File: src/rtl/cr16_bram_arbiter.sv
// Two-requester round-robin arbiter sharing one synchronous-read BRAM port.
// Each access is issued for one cycle; reads add a capture cycle for the 1-cycle BRAM latency.
module cr16_bram_arbiter #(
   parameter int unsigned P_DATA_WIDTH    = 16,
   parameter int unsigned P_ADDRESS_WIDTH = 10
) (
   input  logic                       I_CLK,
   input  logic                       I_RESET,
   input  logic                       I_REQ_0,
   input  logic                       I_REQ_1,
   input  logic                       I_WE_0,
   input  logic                       I_WE_1,
   input  logic [P_ADDRESS_WIDTH-1:0] I_ADDR_0,
   input  logic [P_ADDRESS_WIDTH-1:0] I_ADDR_1,
   input  logic [P_DATA_WIDTH-1:0]    I_WDATA_0,
   input  logic [P_DATA_WIDTH-1:0]    I_WDATA_1,
   output logic                       O_GNT_0,
   output logic                       O_GNT_1,
   output logic                       O_RVALID_0,
   output logic                       O_RVALID_1,
   output logic [P_DATA_WIDTH-1:0]    O_RDATA_0,
   output logic [P_DATA_WIDTH-1:0]    O_RDATA_1,
   output logic [P_ADDRESS_WIDTH-1:0] O_BRAM_ADDRESS,
   output logic [P_DATA_WIDTH-1:0]    O_BRAM_DATA,
   output logic                       O_BRAM_WRITE_ENABLE,
   input  logic [P_DATA_WIDTH-1:0]    I_BRAM_DATA,
   output logic                       O_BUSY
);

   typedef enum logic [1:0] {
      S_IDLE    = 2'd0,
      S_ISSUE   = 2'd1,
      S_CAPTURE = 2'd2
   } state_t;

   state_t                     state_q, state_d;
   logic                       prio_q, prio_d;
   logic                       win_q, win_d;
   logic                       we_q, we_d;
   logic [P_ADDRESS_WIDTH-1:0] addr_q, addr_d;
   logic [P_DATA_WIDTH-1:0]    wdata_q, wdata_d;
   logic [P_DATA_WIDTH-1:0]    rdata_0_q, rdata_0_d;
   logic [P_DATA_WIDTH-1:0]    rdata_1_q, rdata_1_d;
   logic                       rvalid_0_q, rvalid_0_d;
   logic                       rvalid_1_q, rvalid_1_d;

   always_ff @(posedge I_CLK or posedge I_RESET) begin
      if (I_RESET) begin
         state_q    <= S_IDLE;
         prio_q     <= 1'b0;
         win_q      <= 1'b0;
         we_q       <= 1'b0;
         addr_q     <= '0;
         wdata_q    <= '0;
         rdata_0_q  <= '0;
         rdata_1_q  <= '0;
         rvalid_0_q <= 1'b0;
         rvalid_1_q <= 1'b0;
      end else begin
         state_q    <= state_d;
         prio_q     <= prio_d;
         win_q      <= win_d;
         we_q       <= we_d;
         addr_q     <= addr_d;
         wdata_q    <= wdata_d;
         rdata_0_q  <= rdata_0_d;
         rdata_1_q  <= rdata_1_d;
         rvalid_0_q <= rvalid_0_d;
         rvalid_1_q <= rvalid_1_d;
      end
   end

   always_comb begin
      state_d    = state_q;
      prio_d     = prio_q;
      win_d      = win_q;
      we_d       = we_q;
      addr_d     = addr_q;
      wdata_d    = wdata_q;
      rdata_0_d  = rdata_0_q;
      rdata_1_d  = rdata_1_q;
      rvalid_0_d = 1'b0;
      rvalid_1_d = 1'b0;

      unique case (state_q)
         S_IDLE: begin
            if (I_REQ_0 || I_REQ_1) begin
               // Pointer only matters on a tie; a lone requester always wins.
               win_d   = (I_REQ_0 && I_REQ_1) ? prio_q : I_REQ_1;
               prio_d  = ~win_d;
               we_d    = win_d ? I_WE_1 : I_WE_0;
               addr_d  = win_d ? I_ADDR_1 : I_ADDR_0;
               wdata_d = win_d ? I_WDATA_1 : I_WDATA_0;
               state_d = S_ISSUE;
            end
         end
         S_ISSUE: begin
            state_d = we_q ? S_IDLE : S_CAPTURE;
         end
         S_CAPTURE: begin
            if (win_q) begin
               rdata_1_d  = I_BRAM_DATA;
               rvalid_1_d = 1'b1;
            end else begin
               rdata_0_d  = I_BRAM_DATA;
               rvalid_0_d = 1'b1;
            end
            state_d = S_IDLE;
         end
         default: begin
            state_d = S_IDLE;
         end
      endcase
   end

   assign O_GNT_0             = (state_q == S_ISSUE) && !win_q;
   assign O_GNT_1             = (state_q == S_ISSUE) && win_q;
   assign O_BRAM_WRITE_ENABLE = (state_q == S_ISSUE) && we_q;
   assign O_BRAM_ADDRESS      = addr_q;
   assign O_BRAM_DATA         = wdata_q;
   assign O_BUSY              = (state_q != S_IDLE);
   assign O_RVALID_0          = rvalid_0_q;
   assign O_RVALID_1          = rvalid_1_q;
   assign O_RDATA_0           = rdata_0_q;
   assign O_RDATA_1           = rdata_1_q;

endmodule

File: config.mk
export PLATFORM = sky130hd
export DESIGN_NAME = cr16_bram_arbiter
export DESIGN_NICKNAME = d
export VERILOG_FILES = /design/src/rtl/cr16_bram_arbiter.sv
export SDC_FILE = /design/constraint.sdc
export NUM_CORES = 1
export LEC_CHECK = 0
export CORE_ASPECT_RATIO = 1.5
export CORE_MARGIN = 5
export CORE_UTILIZATION = 37
export DETAILED_ROUTE_END_ITERATION = 10
export PLACE_DENSITY = 0.84
export RECOVER_POWER = 25
export SLEW_MARGIN = 0
export SYNTH_ARGS = -nofsm -noshare
export SYNTH_HDL_FRONTEND = slang
export SYNTH_SLANG_ARGS = --single-unit
File: constraint.sdc
create_clock -name I_CLK -period 2.5 [get_ports I_CLK]
set_input_delay 0.75 -clock I_CLK [delete_from_list [all_inputs] [get_ports I_CLK]]
set_output_delay 0.75 -clock I_CLK [all_outputs]
set_load 0.03 [all_outputs]
==> run summary, run 1 <==
Final Skew -> 5.37 ps
routed wire length per instance -> 17.0 microns
yosys warns -> 0
crit path capture type -> primary output
clk_lat worst skew -> 320 ps
residual overflow from global routing -> 0
layout cell share with drive strength beyond 1 -> 0.183
Cells on Worst Hold Path -> 1
Clock Path Buffers -> 2
first-pass GRT wire length -> 13300 microns
post-synthesis instance area -> 0.00287 sq mm
Switch Pwr -> 0.00267 W
HPWL after DPL -> 6150 microns
DRC Markers -> 0
pin count of the biggest net entering global routing -> 66
synthesis-stage register bit count -> 65
synth top area cells -> dfrtp_1 57%, mux2_2 13%, a21oi_1 4.9%
min cycle time layout -> 2340 ps
top cell type's share of synthesized area -> 0.566
CP Launch Type -> flip-flop
IO buf count -> 137
number of distinct library cells after synthesis -> 20
dpl ws -> 152 ps
Die W -> 81.9 microns
Power Density -> 1410 mW/mm^2
pin slew with the least headroom to its limit -> 969 ps
antenna-violating nets left -> 0
clk sinks -> 65
Post-CTS Setup Bufs -> 0
DRT iter0 DRCs -> 102
initial antenna violation count -> 0
Avg Vias per Cell -> 5.12
max_cap viols -> 0
via count -> 2507
status -> complete, no violations
Final Hold Fails -> 0
Synth Net Count -> 322
RSZ-0062 raised after global routing -> false
row cnt -> 39
R2R setup slack -> 590 ps
startpoint of the worst hold path -> we_q$_DFFE_PP0P_
Lkg Pwr -> 1.84 nW
fraction of registers with async set/reset -> 1.00
worst r2r path cells -> 3
routability cong. -> 0.778
critical path data arrival time -> 1590 ps
Mapped Cells -> 248
Highest Clock Rate -> 0.428 GHz
I/O Pins -> 138
Max Slew Vio Count -> 0
power share of the sequential group -> 0.290
most frequent cell after synthesis -> dfrtp_1
number of flops mapped to enable cells by yosys -> 0
Starting Density -> 0.377
post-route clock period utilization -> 0.935
Crit Path Class -> reg -> out
CORE AREA -> 0.00761 sq mm
Setup Viol. Count Final -> 0
largest area contributor in the netlist -> dfrtp_1
Worst Hold End -> state_q[1]$_DFFE_PP0P_
area grow syn2layout -> 60.4%
WHS -> 497 ps
CTS tree -> yes
vias in the first global route -> 2752
WP data required -> 1750 ps
Comb power frac -> 0.528
min-delay worst type -> reg -> reg
diodes inserted -> 0
Seq/Total Area, Yosys -> 0.566
final worst slack -> 162 ps
worst reg2reg endpoint -> O_RDATA_0[7]$_DFFE_PP0P_
die area -> 0.00966 sq mm
top cells by count, synth -> 65 x dfrtp_1, 32 x mux2_2, 28 x a21oi_1, 27 x nand3_1, 27 x o21ai_0
Reg clk slew, reported paths -> 50 ps
Sw Share -> 0.411
Setup Total Neg Slack -> 0 ps
Avg Cell Area, Syn -> 11.6 sq um
Clock Root Buffer -> clkbuf_16
nets@finish -> 458
Post-Route WL -> 8330 microns
CTS Buf Count -> 9
H-tree depth -> 3
Int Pwr -> 0.00384 W
final design utilization -> 0.605
DRT Pass-1 Iters -> 4
crit path max fanout -> 4
Top FF cell, synth -> dfrtp_1
Slew headroom -> 0.354
R2R Path Start -> state_q[0]$_DFFE_PP0P_
Chip Height -> 118 microns
Peak VDD IR -> 0.000765 V
total track usage -> 0.178
clock network power share -> 0.182
cells by family after synthesis:
kind of cell,after synthesis,share of synthesized area
mux,32,0.125
simple gates,39,0.0758
flops,65,0.566
buf+inv,28,0.0505
compound gates,84,0.182
worst max-delay path by stage:
stage / slack, ps / startpoint / cells past startpoint / to
final: 160 / state_q[0]$_DFFE_PP0P_ / 3 / O_BUSY
after floorplan: 120 / I_RESET / 1 / O_BRAM_ADDRESS[0]$_DFFE_PP0P_
after CTS: 150 / state_q[0]$_DFFE_PP0P_ / 3 / O_BUSY
after global placement: 230 / I_REQ_1 / 4 / O_BRAM_DATA[14]$_DFFE_PP0P_
after global routing: 90 / state_q[0]$_DFFE_PP0P_ / 3 / O_BUSY
after detailed placement: 150 / I_REQ_1 / 4 / O_BRAM_DATA[13]$_DFFE_PP0P_
layout by cell type (no fill, tap or decap), types with 3 or more instances in the layout:
| cell | synthesis | final |
|---|---|---|
| a21oi_1 | 28 | 28 |
| a31oi_1 | 18 | 18 |
| a31oi_2 | 10 | 10 |
| buf_4 | 0 | 8 |
| clkbuf_16 | 0 | 9 |
| clkdlybuf4s50_1 | 0 | 133 |
| clkinv_2 | 0 | 3 |
| dfrtp_1 | 65 | 65 |
| dlygate4sd2_1 | 0 | 3 |
| inv_1 | 6 | 5 |
| mux2_2 | 32 | 32 |
| nand3_1 | 27 | 27 |
| nor2_1 | 5 | 4 |
| o21ai_0 | 27 | 27 |
metrics by stage:
step,instance area [sq um],std cells,total power [W]
6_report,4610,490,0.00651
5_1_grt,4610,490,0.00688
4_1_cts,4620,490,0.00660
3_5_place_dp,4340,475,0.00541
3_3_place_gp,4340,475,0.00531
2_1_floorplan,2870,248,0.00395
timing repair:
action	CTS	global route
gates resized for setup	3	0
endpoints found under the hold margin	0	0
hold buffers	0	0
endpoints found under the setup margin	3	0
power groups by stage:
stage | logic [W] | clock network [W] | registers (W)
floorplan | 0.00112 | 0 | 0.00283
global placement | 0.00343 | 0 | 0.00188
detailed placement | 0.00351 | 0 | 0.00191
CTS | 0.00349 | 0.00121 | 0.00189
global route | 0.00366 | 0.00126 | 0.00195
finish | 0.00344 | 0.00119 | 0.00189
sequential cells by signal (all words and copies together), names as in the netlist:
| register | cells |
|---|---|
| win_q | 1 |
| we_q | 1 |
| O_BRAM_ADDRESS | 10 |
| O_RDATA_1 | 16 |
| state_q | 2 |
| prio_q | 1 |
| O_RDATA_0 | 16 |
| O_RVALID_0 | 1 |
| O_RVALID_1 | 1 |
| O_BRAM_DATA | 16 |
final cells by class:
type | instances | area [sq um]
Tap cell | 102 | 128
Timing Repair Buffer | 147 | 1440
Inverter | 6 | 22.5
Fill cell | 658 | 3010
Clock inverter | 6 | 60.1
Sequential cell | 65 | 1630
Multi-Input combinational cell | 155 | 1100
Clock buffer | 9 | 225
layer usage:
layer  up-vias  share of wire  global-route usage
li1       1175              -                   -
met1      1223           0.37               0.194
met2       100           0.55               0.325
met3         9          0.066              0.0436
met4         0          0.012              0.0572
met5         -              0                   0
worst max-delay path, cell delays in order, from the launching register on:
cell             delay [ps]
dfrtp_1                 430
nor2_2                   70
inv_1                    80
clkdlybuf4s50_1         690
Note: power is estimated with default switching activity, not from simulation.
==> run 2: changes to the inputs <==
--- a/config.mk
+++ b/config.mk
@@ -5,11 +5,12 @@
 export SDC_FILE = /design/constraint.sdc
 export NUM_CORES = 1
 export LEC_CHECK = 0
+export ABC_AREA = 1
 export CORE_ASPECT_RATIO = 1.5
 export CORE_MARGIN = 5
 export CORE_UTILIZATION = 37
 export DETAILED_ROUTE_END_ITERATION = 10
-export PLACE_DENSITY = 0.84
+export PLACE_DENSITY = 0.83
 export RECOVER_POWER = 25
 export SLEW_MARGIN = 0
 export SYNTH_ARGS = -nofsm -noshare
==> run summary, run 2 <==
adder-cell share of the synthesized area -> 0 (unchanged)
top cell type's share of synthesized area -> 0.548 (was 0.566)
multi-input logic area -> 925 sq um (was 0.00110 sq mm)
synth top area cells -> dfrtp_1 55%, nand2_1 15%, inv_1 9.7% (was dfrtp_1 57%, mux2_2 13%, a21oi_1 4.9%)
fraction of registers with async set/reset -> 1.00 (unchanged)
first-pass GRT wire length -> 13400 microns (was 13300 microns)
Crit Path Class -> reg -> out (unchanged)
max_cap viols -> 0 (unchanged)
top cells by count, synth -> 118 x nand2_1, 77 x inv_1, 65 x dfrtp_1, 56 x nand3_1, 33 x o21ai_0 (was 65 x dfrtp_1, 32 x mux2_2, 28 x a21oi_1, 27 x nand3_1, 27 x o21ai_0)
routability cong. -> 0.733 (was 0.778)
DRT iter0 DRCs -> 108 (was 102)
Avg Cell Area, Syn -> 7.83 sq um (was 11.6 sq um)
clk sinks -> 65 (unchanged)
Highest Clock Rate -> 0.427 GHz (was 0.428 GHz)
yosys warns -> 0 (unchanged)
XOR/XNOR Fraction of Synth Area -> 0 (unchanged)
CTS Buf Count -> 9 (unchanged)
post-synthesis instance area -> 0.00297 sq mm (was 0.00287 sq mm)
simple-gate area share of the yosys netlist -> 0.254 (was 0.0758)
vias in the first global route -> 2859 (was 2752)
mux cell area share after synthesis -> 0 (was 0.125)
CTS tree -> yes (unchanged)
CP Launch Type -> flip-flop (unchanged)
Cells on Worst Hold Path -> 2 (was 1)
Final Skew -> 6.85 ps (was 5.37 ps)
min-delay worst type -> reg -> reg (unchanged)
IO buf count -> 137 (unchanged)
Seq/Total Area, Yosys -> 0.548 (was 0.566)
RSZ-0062 raised after global routing -> false (unchanged)
Lkg Pwr -> 2.50 nW (was 1.84 nW)
Post-CTS Setup Bufs -> 0 (unchanged)
WHS -> 475 ps (was 497 ps)
via count -> 2863 (was 2507)
total track usage -> 0.167 (was 0.178)
post-route clock period utilization -> 0.936 (was 0.935)
commonest cells after routing, fill and taps aside -> 134 x clkdlybuf4s50_1, 118 x nand2_1, 76 x inv_1 (was 133 x clkdlybuf4s50_1, 65 x dfrtp_1, 32 x mux2_2)
status -> complete, no violations (unchanged)
CORE AREA -> 0.00791 sq mm (was 0.00761 sq mm)
Starting Density -> 0.375 (was 0.377)
Die W -> 83.1 microns (was 81.9 microns)
synthesis-stage register bit count -> 65 (unchanged)
commonest non-fill, non-tap cell in the layout -> clkdlybuf4s50_1 (unchanged)
row cnt -> 40 (was 39)
pin count of the biggest net entering global routing -> 66 (unchanged)
worst reg2reg endpoint -> O_RDATA_0[3]$_DFFE_PP0P_ (was O_RDATA_0[7]$_DFFE_PP0P_)
largest family of logic cells by synthesized area -> simple AND/OR/NAND/NOR gates (was compound AO/OA/AOI/OAI gates)
nets@finish -> 590 (was 458)
DRT Pass-1 Iters -> 5 (was 4)
number of flops mapped to enable cells by yosys -> 0 (unchanged)
Compound-Gate Fraction of Synth Area -> 0.0573 (was 0.182)
critical path data arrival time -> 1590 ps (about the same)
worst r2r path cells -> 4 (was 3)
I/O Pins -> 138 (unchanged)
largest area contributor in the netlist -> dfrtp_1 (unchanged)
Avg Vias per Cell -> 4.57 (was 5.12)
Mapped Cells -> 379 (was 248)
R2R Path Start -> win_q$_DFFE_PP0P_ (was state_q[0]$_DFFE_PP0P_)
startpoint of the worst hold path -> O_BRAM_DATA[6]$_DFFE_PP0P_ (was we_q$_DFFE_PP0P_)
min cycle time layout -> 2340 ps (about the same)
Final Hold Fails -> 0 (unchanged)
crit path max fanout -> 3 (was 4)
Reg clk slew, reported paths -> 50 ps (about the same)
HPWL after DPL -> 6320 microns (was 6150 microns)
Chip Height -> 120 microns (was 118 microns)
crit path capture type -> primary output (unchanged)
Synth Net Count -> 453 (was 322)
register area -> 0.00163 sq mm (unchanged)
Slew headroom -> 0.0695 (was 0.354)
layout cell share with drive strength beyond 1 -> 0.0518 (was 0.183)
residual overflow from global routing -> 0 (unchanged)
Setup Viol. Count Final -> 0 (unchanged)
Clock Root Buffer -> clkbuf_16 (unchanged)
area grow syn2layout -> 60.4% (about the same)
die area -> 0.00995 sq mm (was 0.00966 sq mm)
routed wire length per instance -> 13.0 microns (was 17.0 microns)
most frequent cell after synthesis -> nand2_1 (was dfrtp_1)
diodes inserted -> 0 (unchanged)
Power Density -> 1390 mW/mm^2 (was 1410 mW/mm^2)
clk_lat worst skew -> 330 ps (was 320 ps)
H-tree depth -> 3 (unchanged)
DRC Markers -> 0 (unchanged)
Worst Hold End -> O_BRAM_DATA[6]$_DFFE_PP0P_ (was state_q[1]$_DFFE_PP0P_)
pin slew with the least headroom to its limit -> 1400 ps (was 969 ps)
Clock Path Buffers -> 2 (unchanged)
number of distinct library cells after synthesis -> 15 (was 20)
WP data required -> 1750 ps (about the same)
Post-Route WL -> 8160 microns (was 8330 microns)
antenna-violating nets left -> 0 (unchanged)
initial antenna violation count -> 0 (unchanged)
Peak VDD IR -> 0.000834 V (was 0.000765 V)
Top FF cell, synth -> dfrtp_1 (unchanged)
Max Slew Vio Count -> 0 (unchanged)
Setup Total Neg Slack -> 0 ps (unchanged)
cts-stage hold buffer count -> 0 (unchanged)
FILL cells -> 711 (was 658)
R2R setup slack -> 570 ps (was 590 ps)
-- run 2: cell count changes in the layout (fill, tap and decap cells not counted), sizes merged, moves of 3 or more --
cell	change
inv	+73
nand3	+29
a21oi	-28
mux2	-32
dlymetal6s2s	+3
a31oi	-28
o21ai	+7
nand2	+119
dlygate4sd2	-3
-- run 2: through the flow --
stage	utilization	cell area, sq um	setup WS (ps)	cells	total power (W)
after floorplan	-	2970	124	379	0.00382
after global placement	0.560	4430	473	610	0.00517
after detailed placement	0.560	4430	408	610	0.00528
after CTS	0.604	4770	52.8	626	0.00673
after global routing	0.602	4760	72.2	626	0.00704
final	0.602	4760	159	626	0.00664
-- run 2: how the worst max path moves through the flow --
stage                           startpoint                             to  depth (start not counted)
floorplan                          I_RESET  O_BRAM_ADDRESS[0]$_DFFE_PP0P_                          1
global placement    state_q[1]$_DFFE_PP0P_            O_BRAM_WRITE_ENABLE                          4
detailed placement  state_q[1]$_DFFE_PP0P_                        O_GNT_1                          4
CTS                 state_q[1]$_DFFE_PP0P_                        O_GNT_1                          4
global route                       I_RESET     O_BRAM_DATA[5]$_DFFE_PP0P_                          3
finish              state_q[1]$_DFFE_PP0P_                         O_BUSY                          3
-- run 2: worst max-delay path, stage by stage, from the launching register on --
cell and delay, ps:
dfrtp_1 380, inv_2 50, nand2_1 150, clkdlybuf4s50_1 700
-- run 2: final cells by class --
type	instances	area share
Clock inverter	7	0.0250
Inverter	79	0.0623
Sequential cell	65	0.342
Clock buffer	9	0.0473
Tap cell	105	0.0276
Timing Repair Buffer	146	0.302
Multi-Input combinational cell	215	0.194
-- run 2: timing repair --
action | CTS | global route
setup endpoints to repair | 0 | 3
resized for setup | 0 | 3
endpoints found under the hold margin | 0 | 0
-- run 2: layer usage --
layer	wire, microns	share of wire	track usage	vias up
li1	-	-	-	1415
met1	3160	0.39	0.192	1313
met2	4260	0.52	0.290	121
met3	571	0.070	0.0405	14
met4	166	0.020	0.0798	0
met5	0	0	0	-
-- run 2: logic make-up (layout without fill, tap and decap cells) --
group | Yosys count | count (layout)
DFF | 65 | 65
buffers and inverters | 99 | 241
and+or+nand+nor | 181 | 181
AOI/OAI and AO/OA | 34 | 34
-- run 2: power breakdown --
part           switching, W  internal [W]  total (W)
registers          0.000296       0.00159    0.00188
logic               0.00203       0.00131    0.00334
clock network      0.000443      0.000972    0.00141
total               0.00277       0.00387    0.00664
==> run 3: changes to the inputs <==
--- a/config.mk
+++ b/config.mk
@@ -12,7 +12,7 @@
 export DETAILED_ROUTE_END_ITERATION = 10
 export PLACE_DENSITY = 0.83
 export RECOVER_POWER = 25
-export SLEW_MARGIN = 0
+export SLEW_MARGIN = 20
 export SYNTH_ARGS = -nofsm -noshare
 export SYNTH_HDL_FRONTEND = slang
 export SYNTH_SLANG_ARGS = --single-unit
==> results of run 3 <==
No change in the layout: final DEF, timing and power equal those of run 2.
